<file path="config.mk">
export PLATFORM = sky130hd
export DESIGN_NAME = motion_stream_sequencer
export DESIGN_NICKNAME = d
export VERILOG_FILES = /design/src/rtl/motion_stream_sequencer.sv
export SDC_FILE = /design/constraint.sdc
export NUM_CORES = 1
export LEC_CHECK = 0
export ABC_AREA = 0
export CORE_UTILIZATION = 42
export CTS_CLUSTER_SIZE = 40
export DETAILED_ROUTE_END_ITERATION = 8
export PLACE_DENSITY = 0.8
export SYNTH_ARGS = -nofsm -noshare
export SYNTH_HDL_FRONTEND = slang
export SYNTH_SLANG_ARGS = --single-unit
</file>
<file path="constraint.sdc">
create_clock -name clock -period 2.4 [get_ports clock]
set_input_delay 0.24 -clock clock [delete_from_list [all_inputs] [get_ports clock]]
set_output_delay 0.24 -clock clock [all_outputs]
set_load 0.05 [all_outputs]
</file>
<file path="src/rtl/motion_stream_sequencer.sv">
// Frame sequencer that pops three FWFT pixel FIFOs in lockstep into a one-entry output stage.
// Optional stall watchdog (timeout port) is built when MOTION_SEQ_TIMEOUT_EN is defined.
module motion_stream_sequencer #(
  parameter int IMG_WIDTH      = 768,
  parameter int IMG_HEIGHT     = 576,
  parameter int DATA_WIDTH     = 24,
  parameter int CNT_WIDTH      = 19,
  parameter int TIMEOUT_CYCLES = 4096
) (
  input  logic                  clock,
  input  logic                  reset,
  input  logic                  start,
  input  logic                  abort,
  output logic                  busy,
  output logic                  frame_done,
  output logic [CNT_WIDTH-1:0]  pixel_count,
`ifdef MOTION_SEQ_TIMEOUT_EN
  output logic                  timeout,
`endif
  input  logic                  in_empty,
  input  logic [DATA_WIDTH-1:0] in_dout,
  output logic                  in_rd_en,
  input  logic                  hold_empty,
  input  logic [DATA_WIDTH-1:0] hold_dout,
  output logic                  hold_rd_en,
  input  logic                  base_empty,
  input  logic [DATA_WIDTH-1:0] base_dout,
  output logic                  base_rd_en,
  input  logic                  out_full,
  output logic                  out_wr_en,
  output logic [DATA_WIDTH-1:0] out_frame,
  output logic [DATA_WIDTH-1:0] out_hold,
  output logic [DATA_WIDTH-1:0] out_base
);

  localparam logic [CNT_WIDTH-1:0] LAST_PIX = CNT_WIDTH'(IMG_WIDTH*IMG_HEIGHT-1);

  typedef enum logic [1:0] {IDLE, RUN, DRAIN, DONE} state_t;
  state_t state;

  logic o_valid, busy_st, write_ok, fire_raw, fire, kill;

  assign busy_st  = (state == RUN) || (state == DRAIN);
  assign write_ok = o_valid && !out_full;
  assign fire_raw = (state == RUN) && !in_empty && !hold_empty && !base_empty
                    && (!o_valid || !out_full);

`ifdef MOTION_SEQ_TIMEOUT_EN
  localparam int TW = $clog2(TIMEOUT_CYCLES+1);
  logic [TW-1:0] stall_cnt;
  logic          stall;

  assign stall   = busy_st && !fire_raw && !write_ok;
  assign timeout = stall && (stall_cnt == TW'(TIMEOUT_CYCLES-1));
  assign kill    = busy_st && (abort || timeout);

  always_ff @(posedge clock or negedge reset)
    if (!reset)          stall_cnt <= '0;
    else if (stall && !kill) stall_cnt <= stall_cnt + TW'(1);
    else                 stall_cnt <= '0;
`else
  assign kill = busy_st && abort;
`endif

  // A killed frame neither consumes another triple nor writes the pending one.
  assign fire       = fire_raw && !kill;
  assign in_rd_en   = fire;
  assign hold_rd_en = fire;
  assign base_rd_en = fire;
  assign out_wr_en  = write_ok && !kill;
  assign busy       = busy_st;
  assign frame_done = (state == DONE);

  always_ff @(posedge clock or negedge reset) begin
    if (!reset) begin
      state       <= IDLE;
      o_valid     <= 1'b0;
      pixel_count <= '0;
      out_frame   <= '0;
      out_hold    <= '0;
      out_base    <= '0;
    end else if (kill) begin
      state       <= IDLE;
      o_valid     <= 1'b0;
      pixel_count <= '0;
    end else begin
      if (fire) begin
        out_frame   <= in_dout;
        out_hold    <= hold_dout;
        out_base    <= base_dout;
        o_valid     <= 1'b1;
        pixel_count <= pixel_count + CNT_WIDTH'(1);
      end else if (out_wr_en) begin
        o_valid <= 1'b0;
      end
      case (state)
        IDLE:  if (start && !abort) begin
                 state       <= RUN;
                 pixel_count <= '0;
               end
        RUN:   if (fire && pixel_count == LAST_PIX) state <= DRAIN;
        DRAIN: if (!o_valid || !out_full) state <= DONE;
        DONE:  state <= IDLE;
        default: state <= IDLE;
      endcase
    end
  end

endmodule

</file>
Word-level counts from Yosys, hierarchy flattened
Cells that the tools add are included.

word-level totals
  flip-flop bits (word level) = 94
  latch bits = 0
  bits in writable memories = 0
  ROM bits = 0
  bits of input ports = 80
  output and inout port bits = 97
  logic and storage cells = 50
  memories = 0

operators by class
  $add $sub $neg = 1
  multiply operators = 0
  divide/modulo/power cells = 0
  $lt $le $gt $ge = 0
  equality and inequality tests = 7
  shift operators = 0
  multiplexer cells = 12
  bitwise logic cells = 1
  reductions and logical operators = 23

operators with widths
  operator                                                                count
  19-bit 2-to-1 mux                                                       4
  19-bit by 1-bit adder with 19-bit output (second input constant)        1
  19-bit equality test (second input constant)                            1
  1-bit logical AND                                                       10
  2-bit 2-to-1 mux                                                        4
  2-bit one-hot mux with 4 select lines                                   1
  1-bit logical NOT                                                       7
  3-bit by 2-bit != test with 1-bit output (second input constant)        2
  2-bit equality test (second input constant)                             2
  1-bit 2-to-1 mux                                                        3
  3-bit != test (second input constant)                                   1
  3-bit AND reduction                                                     1
  3-bit nonzero test                                                      1
  2-bit by 1-bit equality test with 1-bit output (second input constant)  1
  2-bit logical NOT                                                       1
  1-bit logical OR                                                        2
  2-bit AND reduction                                                     1
  1-bit inverter                                                          1

Longest topological paths before layout
  depth after elaboration = 10
  depth in mapped cells = 9
  mapped depth without buffers = 7

Worst setup path after synthesis
OpenSTA, ideal clock, no wires.

  path type = register to output
  start = register state[0]
  end = output out_wr_en
  data arrival time = 2.440 ns
  required time = 2.160 ns
  setup slack = -0.280 ns
  cell stages (with the launch flop) = 5
  buffers on the path = 0
  cells stage by stage = dfrtp_1 -> inv_1 -> ha_1 -> and2_1 -> nor3b_1

on the way
  longest elaborated chain between the ends = 5
  elaborated cells on any way between the ends = 6
  those cells by class = eq/ne: 2; reduce/logical: 4

RTL lines
  item                                                                                   RTL line  source
  start: declaration                                                                     39        state_t state;
  start signal: assignment                                                               76        state <= IDLE;
  start signal: assignment                                                               83        state <= IDLE;
  start signal: assignment                                                               98        state <= RUN;
  2-bit by 1-bit equality test with 1-bit output or 2-bit equality test (tied branches)  43        assign busy_st = (state == RUN) || (state == DRAIN);
  1-bit logical OR *                                                                     43
  net busy                                                                               14        output logic busy,
  1-bit logical AND *                                                                    62        assign kill = busy_st && abort;
  1-bit logical NOT *                                                                    70        assign out_wr_en = write_ok && !kill;
  1-bit logical AND *                                                                    70
  end: declaration                                                                       30        output logic out_wr_en,

The timed path passes the listed nets; every way through them passes the cells marked *.

Final worst setup path
  start = register state[1]
  end = output in_rd_en

on the way
  longest elaborated chain between the ends = 6
  elaborated cells on any way between the ends = 10
  those cells by class = eq/ne: 2; reduce/logical: 8

RTL lines
  item                                            RTL line  source
  2-bit by 1-bit equality test with 1-bit output  43, 45
  1-bit logical AND (3 in series)                 45        assign fire_raw = (state == RUN) && !in_empty && !hold_empty && !base_empty
  1-bit logical AND                               46        && (!o_valid || !out_full);
  1-bit logical AND *                             66        assign fire = fire_raw && !kill;
  end: declaration                                22        output logic in_rd_en,

Mark *: on every way between the ends. The rest lies on a longest branch, timed or not.

==> qor_table.md <==
| Item | This run |
|:---|:---|
| Share of async-settable or async-resettable flops after synthesis | 100% |
| Worst path cell trace | inv_1, ha_2, a21boi_4, nand2_1, inv_4, buf_12, buf_12 |
| Total via count after detailed routing | 3,152 |
| Post-placement setup slack | 152 ps |
| Root Buffer | clkbuf_8 |
| Total area of sequential cells | 2350 um^2 |
| Class of the most critical setup path | register to output port |
| Initial core utilization | 43.6% |
| Clock insertion delay at the later pin of the skew report | 350 ps |
| Number of enable-type register cells in the synthesized netlist | 0 |
| Number of synthesized register bits | 94 |
| RSZ-0062 raised after global routing | no |
| Count of mapped cells out of synthesis | 297 |
| DR WL/cell | 16.4 um |
| Maximum number of pins on one net before global-route repair | 50 |
| Crit path time final | 2260 ps |
| Fraction of the yosys area taken by sequential cells | 58.1% |
| Global route overflow | 0 |
| Share of post-route cells with drive strength above 1 | 23.5% |
| N_diodes | 0 |
| Post-route core utilization | 67.8% |
| Top achievable clock speed | 442 MHz |
| Post-route setup TNS | 0 ps |
| Final number of max-transition violations | 0 |
| Clock tree buffer depth | 2 |
| Placed cells | 596 |
| YS warnings | 0 |
| Clock slew at reported path FFs | 90 ps |
| Area inside the core boundary | 9280 um^2 |
| Routability congestion estimate | 0.790 |
| Class of the tightest hold or removal check | input pin to async pin |
| Antenna violations before repair | 0 |
| Antenna violation net count after detailed routing | 0 |
| I/O pin total | 177 |
| Synthesized netlist net count | 383 |
| DRC violations left | 0 |
| CP peak stage delay | 430 ps |
| Row cnt | 35 |
| Setup crit end kind | output port |
| Commonest cells after routing, fill and taps aside | 170 x clkdlybuf4s50_1, 94 x dfrtp_1, 72 x mux2_2, 15 x nand2_1, 12 x a21oi_1 |
| Layout overhead on the synthesized area | 55.5% |
| Commonest non-fill, non-tap cell in the layout | clkdlybuf4s50_1 |
| Data arrival time of the worst path | 2020 ps |
| Worst Skew | 12.5 ps |
| Global-route wire length before repair | 16,200 um |
| Total of fill cells in the finished design | 750 |
| H-Tree Level Count | 3 |
| Max FO, Critical Path | 21 |
| First-pass detailed-route iteration total | 5 |
| Outcome | finished, final reports clean |
| Horiz. Die Dim | 100 um |
| Min setup slack post-route | 139 ps |
| Area enclosed by the die boundary | 10,000 um^2 |
| Total standard cell area after synthesis | 4050 um^2 |
| Depth of the most critical reg-to-reg path | 8 |
| # setup viols final | 0 |
| Total global-route track usage | 20.6% |
| Pin slew with the least headroom to its limit | 546 ps |
| Number of global-route vias before repair | 3,331 |
| Most frequent cell on the critical path | buf_12 |
| R2r endpoint | pixel_count[16] |
| DP HPWL | 7180 um |
| Static Leak | 0.00261 uW |
| FF-to-FF setup slack | 160 ps |
| Synth Area per Inst | 13.6 um^2 |
| Number of buffers added by the clock tree synthesis step | 9 |
| Commonest register cell after synthesis | dfrtp_1 |
| TritonCTS clock tree | yes |
| Num Clock Sinks | 94 |
| Worst vdd ir | 845 uV |
| Number of hold violations in the final report | 0 |
| Max-cap violations | 0 |
| Power density cells | 1300 nW/um^2 |
| Iter 0 DRT Violations | 91 |
| Part of the cycle the worst path needs | 94.2% |
| FF-to-FF Start | state[1] |
| Buf+Inv Stages, Crit Path | 4 |
| Area of combinational cells with multiple inputs | 1580 um^2 |
| DIE HEIGHT | 100 um |
| Nets | 568 |
| Drt via density | 5.13 |
| Critical Path Start Type | register |
| Wire length reported by the detailed router | 10,100 um |
| Top Family by Delay on Critical Path | buffers and inverters |
| Synth cell types | 40 |
| Max_slew headroom | 63.5% |
| Critical path data required time | 2160 ps |
| Slowest-stage cell, CP | dfrtp_1 |
| Count of buffers inserted at the top-level ports | 176 |
| Number of standard cells in the layout, taps in and fillers out | 615 |
## cell usage after synthesis, types with 2 or more instances
master | number | area share (%)
dfrtp_1 | 94 | 58
or3_1 | 3 | 0.46
mux2_2 | 72 | 20
buf_6 | 3 | 0.83
xor2_1 | 3 | 0.65
o21ai_0 | 6 | 0.74
o2111ai_1 | 2 | 0.43
and2_2 | 3 | 0.56
a21oi_1 | 12 | 1.5
buf_4 | 7 | 1.3
nor2_1 | 6 | 0.56
nand2_1 | 15 | 1.4
o221ai_1 | 2 | 0.43
inv_1 | 6 | 0.56
o31ai_1 | 8 | 1.5
nand4_1 | 4 | 0.62
or4_1 | 10 | 1.9
o211ai_1 | 2 | 0.37
o21a_1 | 2 | 0.37
nor3b_1 | 2 | 0.37
ha_1 | 6 | 1.9
buf_2 | 3 | 0.37
nand3_1 | 9 | 1.1
## state kept, by name, summed over array words and instances, names as in the netlist
name         count
out_frame       24
out_base        24
state            2
o_valid          1
out_hold        24
pixel_count     19
## report_power, final
group | total [uW] | internal [uW] | switching (uW)
logic | 4590 | 1710 | 2880
clock network | 1140 | 586 | 555
registers | 2480 | 2170 | 314
total | 8210 | 4460 | 3750
## how the worst max path moves through the flow
stage                            to  startpoint  cells past startpoint  slack [ps]
CTS                            busy    state[1]                      3          20
finish                     in_rd_en    state[1]                      7         140
floorplan                hold_rd_en    state[0]                      8          50
global route             hold_rd_en    state[1]                      7           4
global placement    pixel_count[16]    out_full                      6         170
detailed placement  pixel_count[16]    out_full                      6         150
## metal layers
layer  routed length (um)  track usage [%]  vias up
met4                  175             8.03        0
met5                    0                0        -
met1                 4080             25.4     1559
li1                     -                -     1456
met2                 5140             34.9      121
met3                  663             5.22       16
## worst register-to-register path, delay by kind of cell, from the launching register on
family / cells / cell delay [ps]
AND/OR/NAND/NOR: 2 / 580
buffers and inverters: 3 / 520
AO/OA/AOI/OAI: 2 / 310
adder cells (fa/ha/maj): 1 / 330
flip-flops: 1 / 430
## per-stage QoR
step | hold WS (ps) | power, uW | area, um^2
4_1_cts | 260 | 8280 | 6290
5_1_grt | 295 | 8550 | 6300
3_5_place_dp | 106 | 7070 | 5990
3_3_place_gp | 107 | 6970 | 5990
2_1_floorplan | -55.6 | 5470 | 4060
6_report | 303 | 8210 | 6300
## layout make-up
class                   count  area share [%]
multi-input cells         183            25.0
clock inverters             5            1.35
flip-flops and latches     94            37.4
repair buffers            188            31.3
well taps                 129            2.56
inverters                   6           0.397
clock buffers              10            2.03
## timing repair
item / CTS / global route
pin swaps: 1 / 0
cloned: 2 / 0
gates resized for setup: 2 / 2
setup endpoints to repair: 3 / 3
hold endpoints to repair: 13 / 0
buffers inserted: 1 / 0
hold buffers: 1 / 0
## cell families (layout without fill, tap and decap cells)
group | after synthesis | in the layout | share of synthesized area (%)
flops | 94 | 94 | 58.1
mux | 72 | 72 | 20.0
simple gates | 62 | 62 | 8.87
compound gates | 39 | 39 | 6.92
buf+inv | 20 | 209 | 3.40
fa+ha+maj | 6 | 6 | 1.85
xor+xnor | 4 | 4 | 0.865
(Power assumes the default switching activity.)
